===== config.mk =====
export PLATFORM = sky130hd
export DESIGN_NAME = priority_encoder_4
export DESIGN_NICKNAME = d
export VERILOG_FILES = /design/src/rtl/prio_enc_pkg.sv /design/src/rtl/prio_enc_core.sv /design/src/rtl/priority_encoder_4.sv
export SDC_FILE = /design/constraint.sdc
export NUM_CORES = 1
export LEC_CHECK = 0
export ABC_AREA = 1
export BUFFER_PORTS_ARGS = -buffer_cell sky130_fd_sc_hd__buf_4
export CORE_AREA = 2 2 39 41
export CTS_CLUSTER_DIAMETER = 40
export DETAILED_ROUTE_END_ITERATION = 6
export DIE_AREA = 0 0 41 43
export GPL_ROUTABILITY_DRIVEN = 0
export PLACE_DENSITY = 0.3
export SLEW_MARGIN = 10
export SYNTH_ARGS = -nofsm -noshare
export SYNTH_HDL_FRONTEND = slang
export SYNTH_SLANG_ARGS = --single-unit

===== constraint.sdc =====
create_clock -name clk -period 1 [get_ports clk]
set_input_delay 0.1 -clock clk [delete_from_list [all_inputs] [get_ports clk]]
set_output_delay 0.1 -clock clk [all_outputs]
set_load 0.02 [all_outputs]

===== src/rtl/prio_enc_pkg.sv =====
// Shared constants and reference helpers for the fixed-priority encoder.
// Bit PE_WIDTH-1 is the highest priority.
package prio_enc_pkg;

  localparam int PE_WIDTH = 4;
  localparam int PE_OUT_W = 2;

  localparam logic [PE_OUT_W-1:0] PE_OUT_RST   = 2'b00;
  localparam logic                PE_VALID_RST = 1'b0;

  // Index of the highest set bit. An all-zero vector returns 0, so callers
  // must qualify the result with an OR-reduction of the vector.
  function automatic logic [PE_OUT_W-1:0] pe_highest_idx(input logic [PE_WIDTH-1:0] vec);
    logic [PE_OUT_W-1:0] idx;
    idx = '0;
    for (int i = 0; i < PE_WIDTH; i++) begin
      if (vec[i]) idx = PE_OUT_W'(i);
    end
    return idx;
  endfunction

endpackage


===== src/rtl/prio_enc_core.sv =====
// Combinational priority core: index of the highest set request bit plus
// an any-request flag.
module prio_enc_core
  import prio_enc_pkg::*;
#(
  parameter int WIDTH = PE_WIDTH,
  parameter int OUT_W = $clog2(WIDTH)
) (
  input  logic [WIDTH-1:0] in,
  output logic [OUT_W-1:0] idx,
  output logic             any
);

  // Scan from the top; the first hit wins and masks every lower bit.
  always_comb begin
    idx = '0;
    any = 1'b0;
    for (int i = WIDTH - 1; i >= 0; i--) begin
      if (!any && in[i]) begin
        idx = OUT_W'(i);
        any = 1'b1;
      end
    end
  end

endmodule


===== src/rtl/priority_encoder_4.sv =====
// Registered fixed-priority encoder: one-cycle latency, enable-gated
// capture, asynchronous active-low clear.
module priority_encoder_4
  import prio_enc_pkg::*;
#(
  parameter int WIDTH = PE_WIDTH,
  localparam int OUT_W = $clog2(WIDTH)
) (
  input  logic             clk,
  input  logic             rst_n,
  input  logic             en,
  input  logic [WIDTH-1:0] in,
  output logic [OUT_W-1:0] out,
  output logic             valid
);

  if (WIDTH < 2 || (WIDTH & (WIDTH - 1)) != 0) begin : g_bad_width
    $error("priority_encoder_4: WIDTH must be a power of two and at least 2");
  end

  logic [OUT_W-1:0] idx;
  logic             any;

  prio_enc_core #(
    .WIDTH(WIDTH),
    .OUT_W(OUT_W)
  ) u_core (
    .in (in),
    .idx(idx),
    .any(any)
  );

  // Interface contract: en=1 captures the request vector on the rising edge
  // and the result appears one cycle later; en=0 holds out/valid. valid=0
  // means "no request", so out is only meaningful while valid is high.
  always_ff @(posedge clk or negedge rst_n) begin
    if (!rst_n) begin
      out   <= OUT_W'(PE_OUT_RST);
      valid <= PE_VALID_RST;
    end else if (en) begin
      out   <= idx;
      valid <= any;
    end
  end

endmodule


==> results.py, run 1 <==
metrics = {
    "outcome": {
        "outcome": "finished clean",
    },
    "yosys": {
        "synthMuxAreaShare_pct": 0,
        "synth_area_sq_um": 134,
        "syn_area_per_cell_sq_um": 7.88,
        "synth_seq_cells": 3,
        "synth-simple-area-share_pct": 28.0,
        "syn_inst": 17,
        "seq_area_frac_synth_pct": 56.1,
        "syn-num-nets": 24,
        "ys_warn_count": 0,
        "yosys.area_share.adder_pct": 0,
        "yosys.area_share.xor_xnor_pct": 0,
        "synth_top_family_by_area": "simple AND/OR/NAND/NOR gates",
        "yosysUniqueCellTypes": 8,
        "synth_compound_area_share_pct": 7.48,
    },
    "die": {
        "dieArea_sq_um": 1760,
        "coreArea_sq_um": 1380,
        "die_y_microns": 43,
        "rows": 14,
        "io_pins": 10,
        "initial_core_util_pct": 9.67,
        "die_x_microns": 41,
    },
    "timing": {
        "fin_skew_ns": 0,
        "final.setup.tns_ns": 0,
        "setup_viol": 0,
        "maxSlewViolCount": 0,
        "tightestPinTransition_ns": 0.140,
        "fmax_ghz": 1.16,
        "rsz0062_at_grt": "no",
        "finalCritPeriodShare_pct": 86.3,
        "timing.final.ws_setup_ns": 0.137,
        "hold_viol_final": 0,
        "slew_headroom_pct": 90.6,
        "fin_crit_ns": 0.863,
    },
    "global_route": {
        "grt_pass1_wl_microns": 462,
        "grt_util_all_layers_pct": 4.52,
        "grt_pass1_vias": 141,
        "grt_overflow": 0,
        "antenna_found_initial": 0,
        "grt_max_degree": 5,
    },
    "cts": {
        "cts-root-buf": "clkbuf_4",
        "cts_buffer_depth": 2,
        "cts_tree": "done",
        "cts.sinks": 3,
        "worst_skew_pair.late_latency_ns": 0.23,
        "clk_pin_slew_ns": 0.04,
        "cts_buffers": 3,
        "cts_setup_buffers": 0,
        "cts-htree-levels": 1,
    },
    "power_and_ir_drop": {
        "pwr-share-clk_pct": 50.6,
        "combPwrFrac_pct": 16.2,
        "p_per_area_nw_per_um2": 1590,
        "swShare_pct": 23.1,
        "power_frac_seq_pct": 33.1,
        "p_switching_mw": 0.0948,
        "ir_drop_mv": 0.282,
        "p_leak_nw": 0.128,
        "intPower_mw": 0.316,
    },
    "final_layout": {
        "finish.utilization_pct": 18.6,
        "final_nets": 39,
        "fill_cells": 166,
        "syn2layout_area_growth_pct": 92.5,
        "layout-drive-gt1-share_pct": 38.7,
        "num_antenna_cells": 0,
    },
    "setup_path": {
        "end_kind": "primary output",
        "crit_chain": "buf_4",
        "crit_fanout": 2,
        "critPathMaxStageDelay_ns": 0.37,
        "crit_type": "reg -> out",
        "path_delay_family": "flip-flops",
        "required_ns": 0.90,
        "cp_slowest_cell": "dfrtp_1",
        "critPathLaunchType": "flip-flop",
        "cp_num_buf_inv": 1,
        "arrival_ns": 0.76,
    },
    "routing": {
        "viasPerCell": 3.19,
        "routed_wl_microns": 348,
        "drtIter0Drc": 2,
        "drc_errors": 0,
        "drtPass1Iterations": 2,
        "wire_per_inst_microns": 7.40,
        "ant_nets": 0,
        "vias": 150,
    },
    "min_path": {
        "worstHoldPathType": "in -> reg",
    },
    "place": {
        "placement.io_buffers": 9,
        "post-place-ws_ns": 0.239,
    },
    "flow_run": {
        "max-cap-violations": 0,
    },
}
[cell usage after synthesis (all sizes together)]
master	number	area share (%)
nor2	4	11
dfrtp	3	56
inv	3	8.4
nand2	3	8.4
a21oi	1	3.7
nand3	1	3.7
o21ai	1	3.7
or2	1	4.7
[power groups by stage]
| stage | clock (mW) | combinational, mW | sequential [mW] |
|---|---|---|---|
| 4_1_cts | 0.222 | 0.0684 | 0.136 |
| 6_report | 0.208 | 0.0666 | 0.136 |
| 3_3_place_gp | 0 | 0.0654 | 0.137 |
| 5_1_grt | 0.224 | 0.0739 | 0.137 |
| 2_1_floorplan | 0 | 0.0130 | 0.148 |
| 3_5_place_dp | 0 | 0.0651 | 0.137 |
[sequential cells by signal, summed over array words and instances, names as in the netlist]
name   flops
out        2
valid      1
[path summary, 6_finish.rpt]
path                                     from                  to  slack (ns)  depth (start not counted)
setup reg to reg            valid$_DFFE_PN0P_   valid$_DFFE_PN0P_        0.23                          3
hold reg to reg            out[1]$_DFFE_PN0P_  out[1]$_DFFE_PN0P_        0.50                          2
setup / recovery           out[1]$_DFFE_PN0P_              out[1]        0.14                          1
max in group asynchronous               rst_n   valid$_DFFE_PN0P_        0.71                          2
min in group asynchronous               rst_n  out[0]$_DFFE_PN0P_        0.19                          2
hold / removal                          in[2]  out[0]$_DFFE_PN0P_        0.12                          4
[what timing repair did]
action                                 in CTS  in global routing
hold buffers                                1                  0
resized for setup                           0                  0
endpoints found under the hold margin       3                  0
[per-stage QoR]
| stage | area, sq um | hold slack [ns] | std cells | power [mW] |
|---|---|---|---|---|
| 2_1_floorplan | 134 | -0.196 | 17 | 0.161 |
| 3_3_place_gp | 221 | -0.104 | 42 | 0.203 |
| 3_5_place_dp | 221 | -0.104 | 42 | 0.203 |
| 4_1_cts | 258 | 0.119 | 47 | 0.426 |
| 5_1_grt | 258 | 0.132 | 47 | 0.435 |
| 6_report | 258 | 0.125 | 47 | 0.410 |
[cell usage in the layout (no fill, tap or decap)]
master,count
clkbuf_4,3
or2_1,1
nand2_1,3
clkbuf_1,1
buf_4,9
a21oi_1,1
dfrtp_1,3
o21ai_0,1
nand3_1,1
nor2_1,4
dlygate4sd3_1,1
inv_1,3
[layout make-up]
class / count / area [sq um] / area share, %
Timing Repair Buffer: 10 / 77.6 / 30.1
Sequential cell: 3 / 75.1 / 29.1
Multi-Input combinational cell: 11 / 47.5 / 18.4
Clock buffer: 4 / 26.3 / 10.2
Tap cell: 16 / 20.0 / 7.77
Inverter: 3 / 11.3 / 4.37
[cells by family after synthesis]
| kind of cell | after synthesis |
|---|---|
| AO/OA/AOI/OAI | 2 |
| AND/OR/NAND/NOR | 9 |
| buffers and inverters | 3 |
| flip-flops | 3 |
[routing by layer]
metal,track usage (%),wire length [microns],share of wire [%]
met1,3.54,135,39
met4,6.00,0,0
met2,5.94,136,39
met3,3.14,76,22
met5,0,0,0
No activity file was read; power rests on OpenSTA's default activity.
==> run 2, diff against run 1 <==
- CORE_AREA: 2 2 39 41 -> 4 4 41 43
- DIE_AREA: 0 0 41 43 -> 0 0 45 47
- GPL_TIMING_DRIVEN: not set -> 0
==> run 2 against run 1 <==
Against the previous run:
- clock-buffer cell count unchanged
- global-route usage fell by 0.24 points
- sequential cell count stayed put
==> results.py, run 2 (same netlist as run 1, synthesis figures left out) <==
metrics = {
    "place": {
        "post-place-ws_ns": 0.230,
        "placed_area_sq_um": 220,
        "placement.io_buffers": 9,
    },
    "cts": {
        "cts_setup_buffers": 0,
        "ctsResizeCount": 0,
        "cts-root-buf": "clkbuf_4",
        "cts_buffer_depth": 2,
        "clk_pin_slew_ns": 0.03,
        "cts_tree": "done",
        "cts_buffers": 3,
        "cts.sinks": 3,
        "cts-htree-levels": 1,
        "postCtsHoldBufs": 1,
        "worst_skew_pair.late_latency_ns": 0.23,
    },
    "setup_path": {
        "required_ns": 0.90,
        "cp.depth": 1,
        "critPathMaxStageDelay_ns": 0.37,
        "path_delay_family": "flip-flops",
        "arrival_ns": 0.76,
        "crit_fanout": 2,
        "rrSetupSlack_ns": 0.22,
        "crit_chain": "buf_4",
        "reg2reg_depth": 3,
        "r2r_end": "valid$_DFFE_PN0P_",
        "critPathLaunchType": "flip-flop",
        "end_kind": "primary output",
        "crit_type": "reg -> out",
        "r2r_start": "valid$_DFFE_PN0P_",
        "cp_slowest_cell": "dfrtp_1",
        "cp_num_buf_inv": 1,
    },
    "final_layout": {
        "num_antenna_cells": 0,
        "most-common-layout-cells": "buf_4, nor2_1",
        "layout_commonest_cell": "buf_4",
        "top_register": "out",
        "syn2layout_area_growth_pct": 91.6,
        "final_nets": 39,
        "layout-drive-gt1-share_pct": 38.7,
        "final_area_sq_um": 256,
        "largest_register_ffs": 2,
        "largestRegisters": "out (2), valid (1)",
    },
    "power_and_ir_drop": {
        "intPower_mw": 0.316,
        "pwr-share-clk_pct": 50.5,
        "p_per_area_nw_per_um2": 1600,
        "p_leak_nw": 0.128,
        "swShare_pct": 23.3,
        "p_total_mw": 0.411,
        "power_frac_seq_pct": 33.1,
        "ir_drop_mv": 0.566,
        "p_switching_mw": 0.0958,
        "combPwrFrac_pct": 16.4,
    },
    "die": {
        "rows": 13,
        "initial_core_util_pct": 10.3,
        "dieArea_sq_um": 2120,
        "io_pins": 10,
        "die_y_microns": 47,
        "coreArea_sq_um": 1300,
        "die_x_microns": 45,
    },
    "timing": {
        "finalCritPeriodShare_pct": 86.0,
        "rsz0062_at_grt": "no",
        "tightestPinTransition_ns": 0.155,
        "timing.final.ws_setup_ns": 0.140,
        "hold_viol_final": 0,
        "setup_viol": 0,
        "fin_skew_ns": 0,
        "maxSlewViolCount": 0,
        "fin_crit_ns": 0.860,
        "slew_headroom_pct": 89.6,
        "fmax_ghz": 1.16,
        "final.setup.tns_ns": 0,
    },
    "routing": {
        "routed_wl_microns": 364,
        "drtIter0Drc": 6,
        "vias": 131,
        "ant_nets": 0,
        "route.met2.wl_microns": 122,
        "wire_per_inst_microns": 7.91,
        "drtPass1Iterations": 3,
        "highest_layer": "met3",
        "wl_met1_microns": 189,
        "viasPerCell": 2.85,
        "drc_errors": 0,
        "wl_met3_microns": 52,
    },
    "flow_run": {
        "max-cap-violations": 0,
    },
    "global_route": {
        "grt_util_all_layers_pct": 4.28,
        "grt_max_degree": 5,
        "grt_pass1_vias": 137,
        "grt_overflow": 0,
        "antenna_found_initial": 0,
        "grt_pass1_wl_microns": 545,
    },
    "min_path": {
        "holdPathEnd": "out[0]$_DFFE_PN0P_",
        "min_delay_path_depth": 4,
        "worstHoldPathType": "in -> reg",
        "hold_start": "in[2]",
    },
    "outcome": {
        "outcome": "finished clean",
    },
}
run 2: worst max path at each step:
stage                                   from           endpoint  slack, ns
after floorplan            valid$_DFFE_PN0P_  valid$_DFFE_PN0P_       0.15
after global placement     valid$_DFFE_PN0P_  valid$_DFFE_PN0P_       0.23
after detailed placement   valid$_DFFE_PN0P_  valid$_DFFE_PN0P_       0.23
after CTS                  valid$_DFFE_PN0P_              valid       0.13
after global routing      out[1]$_DFFE_PN0P_             out[1]       0.11
final                      valid$_DFFE_PN0P_              valid       0.14
run 2: layout make-up:
class                           instances  area (sq um)
Clock buffer                            4          26.3
Fill cell                             158          1040
Inverter                                3          11.3
Multi-Input combinational cell         11          47.5
Sequential cell                         3          75.1
Tap cell                               15          18.8
Timing Repair Buffer                   10          77.6
run 2: per-layer routing:
| metal | GRT usage (%) | vias to the layer above |
|---|---|---|
| li1 | - | 78 |
| met1 | 5.72 | 45 |
| met2 | 3.11 | 8 |
| met3 | 2.30 | 0 |
| met4 | 7.02 | 0 |
| met5 | 0 | - |
run 2: through the flow:
step / hold slack (ns) / utilization, % / instances
after floorplan: -0.196 / - / 17
after global placement: -0.110 / 16.9 / 41
after detailed placement: -0.110 / 16.9 / 41
after CTS: 0.138 / 19.7 / 46
after global routing: 0.151 / 19.7 / 46
final: 0.151 / 19.7 / 46
run 2: power groups by stage:
stage	sequential [mW]	clock, mW	combinational, mW
after floorplan	0.148	0	0.0130
after global placement	0.137	0	0.0655
after detailed placement	0.137	0	0.0652
after CTS	0.136	0.222	0.0685
after global routing	0.137	0.228	0.0731
final	0.136	0.208	0.0676
==> run 3, diff against run 2 <==
- PLACE_DENSITY: 0.3 -> 0.39
==> run 3 against run 2 <==
Against the previous run:
- first-iteration DRC count fell by 83%
- final area did not move
- critical path depth did not move
- global-route usage rose by 0.24 points
- clock skew did not move
- clock power rose by 2%
- sequential power barely moved
- largest cell class unchanged
==> results.py, run 3 (same netlist as run 1, synthesis figures left out) <==
metrics = {
    "timing": {
        "slew_headroom_pct": 89.3,
        "setup_viol": 0,
        "fin_crit_ns": 0.861,
        "rsz0062_at_grt": "no",
        "timing.final.ws_setup_ns": 0.139,
        "final.setup.tns_ns": 0,
        "fin_hold_ws_ns": 0.135,
        "maxSlewViolCount": 0,
        "fmax_ghz": 1.16,
        "fin_skew_ns": 0,
        "finalCritPeriodShare_pct": 86.1,
        "tightestPinTransition_ns": 0.158,
        "hold_viol_final": 0,
    },
    "global_route": {
        "antenna_found_initial": 0,
        "grt_pass1_vias": 160,
        "grt_max_degree": 5,
        "grt_overflow": 0,
        "grt_pass1_wl_microns": 558,
        "grt_util_all_layers_pct": 4.51,
    },
    "power_and_ir_drop": {
        "p_switching_mw": 0.0992,
        "intPower_mw": 0.316,
        "power_frac_seq_pct": 32.7,
        "pwr-share-clk_pct": 51.1,
        "swShare_pct": 23.9,
        "p_leak_nw": 0.128,
        "ir_drop_mv": 0.338,
        "p_total_mw": 0.415,
        "p_per_area_nw_per_um2": 1620,
        "combPwrFrac_pct": 16.2,
    },
    "routing": {
        "wl_met3_microns": 65,
        "ant_nets": 0,
        "highest_layer": "met3",
        "drc_errors": 0,
        "routed_wl_microns": 391,
        "drtPass1Iterations": 2,
        "drtIter0Drc": 1,
        "route.met2.wl_microns": 178,
        "wl_met1_microns": 147,
        "vias": 152,
        "wire_per_inst_microns": 8.50,
        "viasPerCell": 3.30,
    },
    "final_layout": {
        "layout_commonest_cell": "buf_4",
        "largestRegisters": "out (2), valid (1)",
        "top_register": "out",
        "layout-drive-gt1-share_pct": 38.7,
        "register_area_sq_um": 75.1,
        "largest_register_ffs": 2,
        "multi_input_area_sq_um": 47.5,
        "fill_cells": 159,
        "syn2layout_area_growth_pct": 91.6,
        "num_antenna_cells": 0,
        "final_nets": 39,
        "finish.utilization_pct": 19.7,
        "most-common-layout-cells": "buf_4, nor2_1",
    },
    "place": {
        "placement.io_buffers": 9,
        "post-place-ws_ns": 0.229,
    },
    "setup_path": {
        "cp_slowest_cell": "dfrtp_1",
        "critPathLaunchType": "flip-flop",
        "cp_num_buf_inv": 1,
        "crit_fanout": 2,
        "end_kind": "primary output",
        "critPathMaxStageDelay_ns": 0.37,
        "crit_type": "reg -> out",
        "path_delay_family": "flip-flops",
        "required_ns": 0.90,
        "arrival_ns": 0.76,
        "crit_chain": "buf_4",
    },
    "flow_run": {
        "max-cap-violations": 0,
    },
    "cts": {
        "worst_skew_pair.late_latency_ns": 0.23,
        "cts_tree": "done",
        "ctsResizeCount": 0,
        "cts_buffer_depth": 2,
        "clk_pin_slew_ns": 0.04,
        "cts-root-buf": "clkbuf_4",
        "cts_buffers": 3,
        "cts-htree-levels": 1,
        "cts.sinks": 3,
    },
    "die": {
        "die_x_microns": 45,
        "coreArea_sq_um": 1300,
        "initial_core_util_pct": 10.3,
        "rows": 13,
        "io_pins": 10,
        "die_y_microns": 47,
        "dieArea_sq_um": 2120,
    },
    "min_path": {
        "worstHoldPathType": "in -> reg",
    },
    "outcome": {
        "outcome": "finished clean",
    },
}
[run 3: cell counts in the layout (fill, tap and decap cells not counted)]
Identical to the previous run, type by type.
[run 3: worst paths after layout]
kind	startpoint	to	slack, ns	cells after the start
max	out[1]$_DFFE_PN0P_	out[1]	0.14	1
min reg2reg	out[1]$_DFFE_PN0P_	out[1]$_DFFE_PN0P_	0.51	2
max reg2reg	valid$_DFFE_PN0P_	valid$_DFFE_PN0P_	0.23	3
max in group asynchronous	rst_n	valid$_DFFE_PN0P_	0.69	2
min	in[2]	out[0]$_DFFE_PN0P_	0.14	4
min in group asynchronous	rst_n	out[0]$_DFFE_PN0P_	0.21	2
[run 3: area by class of cell]
cell class / count / share of cell area (%)
clock buffer: 4 / 10.2
inverter: 3 / 4.39
multi-input combinational: 11 / 18.5
sequential: 3 / 29.3
tap: 15 / 7.32
timing repair buffer: 10 / 30.2
[run 3: layer usage]
layer  global-route usage (%)  vias up
met5                        0        -
met4                     7.02        0
met3                     2.30        0
met2                     6.21        8
met1                     3.89       66
li1                         -       78
[run 3: what timing repair did]
action | CTS | global route
buffers inserted | 0 | 0
setup endpoints to repair | 0 | 0
hold buffers | 1 | 0
endpoints found under the hold margin | 3 | 0
[run 3: power groups by stage]
stage	clock network, mW	registers [mW]	logic [mW]
6_report	0.212	0.136	0.0672
5_1_grt	0.230	0.137	0.0729
4_1_cts	0.226	0.136	0.0687
3_5_place_dp	0	0.137	0.0651
3_3_place_gp	0	0.138	0.0645
2_1_floorplan	0	0.148	0.0130
[run 3: worst register-to-register path, stage by stage, from the launching register on]
cell     delay (ns)
dfrtp_1        0.36
or2_1          0.20
nand2_1        0.07
inv_1          0.03
[run 3: stage by stage]
step	instance area, sq um	cells
2_1_floorplan	134	17
6_report	256	46
5_1_grt	256	46
4_1_cts	256	46
3_3_place_gp	220	41
3_5_place_dp	220	41
